`src/rtl/magnitude_comparator.sv`:
```
// ---------------------------------------------------------------------------
// magnitude_comparator
//
// Unsigned magnitude comparison with two independent paths:
//   * A combinational word-parallel comparator with cascade inputs. Stages
//     are chained MSB-stage to LSB-stage to build wider comparators.
//   * A clocked bit-serial comparator. It consumes one bit of each operand
//     per clock, MSB first, and holds a registered greater/equal/less verdict.
//
// Parameters:
//   BIT_LEN  operand width of the combinational path (default 4)
//
// Ports:
//   clk      rising-edge clock for the serial path
//   reset    synchronous, active-high; forces the serial verdict to "equal"
//   a, b     combinational operands (unsigned, BIT_LEN bits)
//   lgn_in   cascade "A greater" from the more-significant stage (0 at top)
//   e_in     cascade "equal so far" from the more-significant stage (1 at top)
//   lgn_out  combinational A > B, including the cascade
//   e_out    combinational A == B, including the cascade
//   sa, sb   serial operand bits, MSB first
//   gout     registered serial A > B
//   eout     registered serial A == B so far
//   lout     registered serial A < B
// ---------------------------------------------------------------------------
module magnitude_comparator #(
    parameter int BIT_LEN = 4
) (
    input  logic               clk,
    input  logic               reset,
    input  logic [BIT_LEN-1:0] a,
    input  logic [BIT_LEN-1:0] b,
    input  logic               lgn_in,
    input  logic               e_in,
    output logic               lgn_out,
    output logic               e_out,
    input  logic               sa,
    input  logic               sb,
    output logic               gout,
    output logic               eout,
    output logic               lout
);

    // -----------------------------------------------------------------------
    // Combinational path
    // -----------------------------------------------------------------------
    // When the upper stage has already seen a difference (e_in = 0), its
    // verdict passes straight through. Otherwise this stage decides locally.
    // lgn_in is ignored while e_in = 1, so the invalid upstream combination
    // e_in = 1 / lgn_in = 1 resolves to the local compare.
    always_comb begin
        // NOTE: every signal written here gets a value on every path, so no
        // latch is inferred.
        lgn_out = lgn_in;
        e_out   = 1'b0;
        if (e_in) begin
            lgn_out = (a > b);
            e_out   = (a == b);
        end
    end

    // -----------------------------------------------------------------------
    // Serial path
    // -----------------------------------------------------------------------
    // The verdict is encoded one-hot as {g, e, l}. The state register bits
    // themselves are the outputs, so the outputs are glitch-free and the
    // one-hot property holds by construction.
    typedef enum logic [2:0] {
        ST_GT = 3'b100,
        ST_EQ = 3'b010,
        ST_LT = 3'b001
    } verdict_e;

    verdict_e verdict_d;
    verdict_e verdict_q;

    // GT and LT are absorbing: only EQ looks at the incoming bits. The first
    // differing bit of the stream decides the result.
    always_comb begin
        verdict_d = verdict_q;
        if (verdict_q == ST_EQ) begin
            if (sa && !sb) begin
                verdict_d = ST_GT;
            end else if (!sa && sb) begin
                verdict_d = ST_LT;
            end
        end
    end

    // Reset has priority over a bit presented on the same edge; the next
    // non-reset edge then takes the MSB of a new stream.
    always_ff @(posedge clk) begin
        // NOTE: state is updated with non-blocking assignments so every flop
        // samples its input from before the edge.
        if (reset) begin
            verdict_q <= ST_EQ;
        end else begin
            verdict_q <= verdict_d;
        end
    end

    assign gout = verdict_q[2];
    assign eout = verdict_q[1];
    assign lout = verdict_q[0];

endmodule

```
`config.mk`:
```
export PLATFORM = sky130hd
export DESIGN_NAME = magnitude_comparator
export DESIGN_NICKNAME = d
export VERILOG_FILES = /design/src/rtl/magnitude_comparator.sv
export SDC_FILE = /design/constraint.sdc
export NUM_CORES = 1
export LEC_CHECK = 0
export ABC_AREA = 1
export ABC_CLOCK_PERIOD_IN_PS = 900
export CORE_AREA = 2 2 39 41
export CTS_CLUSTER_DIAMETER = 60
export DETAILED_ROUTE_END_ITERATION = 8
export DIE_AREA = 0 0 41 43
export PLACE_DENSITY = 0.65
export SYNTH_ARGS = -nofsm -noshare
export SYNTH_HDL_FRONTEND = slang
export SYNTH_SLANG_ARGS = --single-unit
```
`constraint.sdc`:
```
create_clock -name clk -period 0.9 [get_ports clk]
set_input_delay 0.18 -clock clk [delete_from_list [all_inputs] [get_ports clk]]
set_output_delay 0.18 -clock clk [all_outputs]
set_load 0.01 [all_outputs]
```
== Word level (Yosys, flattened, before mapping) ==
Index checks and enable logic that the tools add are counted.
Widths: inputs -> output; s select.

* $lt $le $gt $ge: 1
* Eq/ne operators: 2
* Mux-type cells: 4
* Reduce and logical (&&, ||, !) cells: 6

{| class="wikitable"
|+ Operators with widths
! operator !! count
|-
| $mux 3 || 2
|-
| $eq 4x4->1 || 1
|-
| $gt 4x4->1 || 1
|-
| $eq 3x2->1 const B || 1
|-
| $logic_and 1x1->1 || 2
|-
| $logic_not 1->1 || 2
|-
| $mux 1 || 2
|-
| $reduce_and 2->1 || 1
|-
| $reduce_bool 2->1 || 1
|}

* Flip-flop bits (word level): 3
* Input bits: 14
* Output and inout port bits: 5
* Word-level logic and storage cells: 14

== Logic depth before layout (Yosys ltp) ==
* Depth in word-level cells: 4
* Mapped depth: 9
* Gate-level depth less buffers: 9

== Worst setup path before layout ==
Ideal clock, no wire load.

* Path kind: input-to-output
* Start point: input b[3]
* End point: output e_out
* Arrival time: 0.851 ns
* Required time: 0.720 ns
* Slack: -0.131 ns
* Cell stages on the path: 4
* Buffers on the path: 0
* Cells stage by stage: inv_1 ha_1 nand2_1 nor3_1

* Word-level cells in the longest chain between the ends: 2

{| class="wikitable"
|+ Ends and longest elaborated chain
! item !! RTL line !! text
|-
| from (decl) || 32 || <nowiki>input logic [BIT_LEN-1:0] b,</nowiki>
|-
| $eq 4x4->1 || 58 || <nowiki>e_out = (a == b);</nowiki>
|-
| $mux 1 || 56 || <nowiki>if (e_in) begin</nowiki>
|-
| to (decl) || 36 || <nowiki>output logic e_out,</nowiki>
|}

Every way passes these cells.

== Worst setup path after layout ==
* Start point: input b[3]
* End point: output lgn_out

* Word-level cells in the longest chain between the ends: 2

{| class="wikitable"
|+ Ends and longest elaborated chain
! item !! RTL line !! text
|-
| $gt 4x4->1 || 57 || <nowiki>lgn_out = (a > b);</nowiki>
|-
| $mux 1 || 56 ||
|-
| to (decl) || 35 || <nowiki>output logic lgn_out,</nowiki>
|}

Every way passes these cells.

==> summary.txt <==
Status - complete, but fails checks
Arrival time worst endpoint - 0.97 ns
Post-CTS Hold Buffers - 0
Cell variety after synth - 11
Reg-to-Reg Start - verdict_q[2]
Worst relative slew slack - 92.99%
Leakage power - 0.2973 nW
Worst reg2reg path depth - 4
Least-Margin Pin Slew - 0.1045 ns
Final Slew Violations - 0
CP dominant cell by count - nor2_1
Setup crit start kind - input pin
Top cells by area, synth - ha_1, dfxtp_1, inv_1
I/O Buffers - 18
Post-synthesis xor/xnor area fraction - 0%
IO Count - 19
Die area - 1763 sq um
CORE AREA - 1384 sq um
CP max stage cell - ha_4
Largest net degree at the start of global routing - 5
FF+latch area - 63.81 sq um
Worst hold margin - 0.4753 ns
Clock Skew - 0.007570 ns
CTS tree - yes
Dpl cell area - 574.3 sq um
Initial antenna violation count - 0
Avg Cell Area, Syn - 6.439 sq um
WL/cell - 7.654 um
Synthesized net count - 60
Final antenna-violating net count - 0
Share of the synthesized area in the top cell type - 23.70%
Min-Delay Startpoint - sa
CTS Buf Count - 3
Max-cap violation count - 0
Count of final hold-check violations - 0
Die H - 43 um
First-pass GRT wire length - 972 um
Synth area leader - ha_1
Top reg by flops - verdict_q
Overflow after GRT - 0
Synth Area in Compound Gates - 8.531%
Mux contribution to synthesized area - 0%
Post-Route WL - 620 um
Via count - 321
Vias/cell - 3.963
DRC errors left - 0
Layout fillers - 141
Multi-input logic area - 239.0 sq um
Sequential fraction of the synthesis area - 22.75%
CP peak stage delay - 0.27 ns
Max reg flops - 3
Minimum clock period - 1.152 ns
Mapped Cells - 41
Fmax - 868.1 MHz
Crit-path max FO - 3
Synth Area in Simple Gates - 26.54%
Initial DRT Pass Iterations - 1
R2R Path End - verdict_q[1]
Commonest cells after routing, fill and taps aside - inv_1, buf_6, nand2_1
Clk Latency, worst-skew pair - 0.23 ns
Peak supply drop - 0.0007374 V
Htree depth - 1
Post-CTS setup buffers - 0
FP Rows - 14
WHS Path Cells - 5
Layout area overhead - 135.1%
RSZ-0062 raised after global routing - yes
Die W - 41 um
YS warnings - 0
Overall Global Routing Usage - 8.325%
PnR worst setup slack - -0.2519 ns
CTS max path bufs - 2
Root buffer cell - clkbuf_4
Clock slew at reported path FFs - 0.04 ns
Cell area after layout - 620.6 sq um
Synth Cell Area - 264.0 sq um
Adder-cell share of the synthesized area - 23.70%
Setup TNS - -0.3974 ns
Initial Utilization - 19.08%
Final nets - 85
Worst EP required - 0.72 ns
Largest regs - verdict_q (3)
Detailed placement HPWL - 504.2 um
#FFs+latches synth - 3
Hold Path Class - input pin to register
Largest family of logic cells by synthesized area - simple AND/OR/NAND/NOR gates
CP Class - input pin to output port
CP Cell Sequence - buf_8 > inv_6 > ha_4 > nand2_4 > nor2_1 > nor2_1 > nand2_1 > nand2_2 > buf_6
Layout cell share with drive strength beyond 1 - 58.46%
Worst setup EP type - output port
Initial DRC Count - 0
Hold Path Sink - verdict_q[1]
Vias in the first global route - 314
Failing checks - setup timing
Pwr dens - 1120 nW/um^2
FF-to-FF setup slack - 0.05 ns
Setup-failing EPs final - 2
Num Clock Sinks - 3
Global placer's final weighted congestion - 0.6032
Worst slack, placed - -1.210 ns
Fin crit share - 128.0%
Diode count - 0
==> where the power goes <==
group	internal (mW)	switching [mW]	total [mW]
registers	0.151	0.0138	0.165
clock network	0.166	0.0668	0.233
logic	0.170	0.127	0.297
total	0.487	0.208	0.695
==> layer usage <==
| layer | wire length (um) | part of all wire [%] | GRT usage [%] | up-vias |
|---|---|---|---|---|
| met5 | 0 | 0 | 0 | - |
| met4 | 10 | 1.6 | 6.000 | 0 |
| met3 | 51 | 8.2 | 3.141 | 2 |
| met2 | 329 | 53 | 15.00 | 11 |
| met1 | 228 | 37 | 6.410 | 134 |
| li1 | - | - | - | 174 |
==> kinds of logic after synthesis <==
| group | after synthesis |
|---|---|
| AO/OA/AOI/OAI | 4 |
| adder cells (fa/ha/maj) | 5 |
| buffers and inverters | 13 |
| flip-flops | 3 |
| AND/OR/NAND/NOR | 16 |
==> worst max path at each step <==
stage	from	end	slack [ns]	cells after the start
2_1_floorplan	b[2]	lgn_out	-0.03	7
3_3_place_gp	b[2]	lgn_out	-1.22	10
3_5_place_dp	b[2]	lgn_out	-1.21	9
4_1_cts	b[3]	lgn_out	-0.26	9
5_1_grt	b[1]	lgn_out	-0.29	10
6_report	b[3]	lgn_out	-0.25	9
==> synthesized netlist by cell type <==
cell     instances
nor2_2           1
dfxtp_1          3
a21oi_1          3
a21o_1           1
ha_1             5
nor3_1           1
nand3_1          1
nand4_1          2
nand2_1          9
inv_1           13
nor2_1           2
==> critical path: cells and delay by family <==
family,cells,cell delay [ns]
and+or+nand+nor,5,0.31
adders and majority gates,1,0.27
buffers and inverters,3,0.22
==> cell type report <==
class	count	area share (%)
Tap cell	16	3.226
Sequential cell	3	10.28
Timing Repair Buffer	20	31.45
Inverter	13	12.30
Multi-Input combinational cell	25	38.51
Clock buffer	4	4.234
==> per-stage QoR <==
| stage | util (%) | std cells | total power, mW |
|---|---|---|---|
| floorplan | - | 41 | 0.3011 |
| global placement | 41.50 | 77 | 0.4430 |
| detailed placement | 41.50 | 77 | 0.4460 |
| CTS | 44.39 | 81 | 0.7110 |
| global route | 44.85 | 81 | 0.7513 |
| finish | 44.85 | 81 | 0.6950 |
==> timing repair <==
action | CTS | global route
cloned | 0 | 0
pin swaps | 15 | 9
setup endpoints to repair | 8 | 6
endpoints found under the hold margin | 0 | 0
resized for setup | 76 | 3
Note: power is estimated with default switching activity, not from simulation.
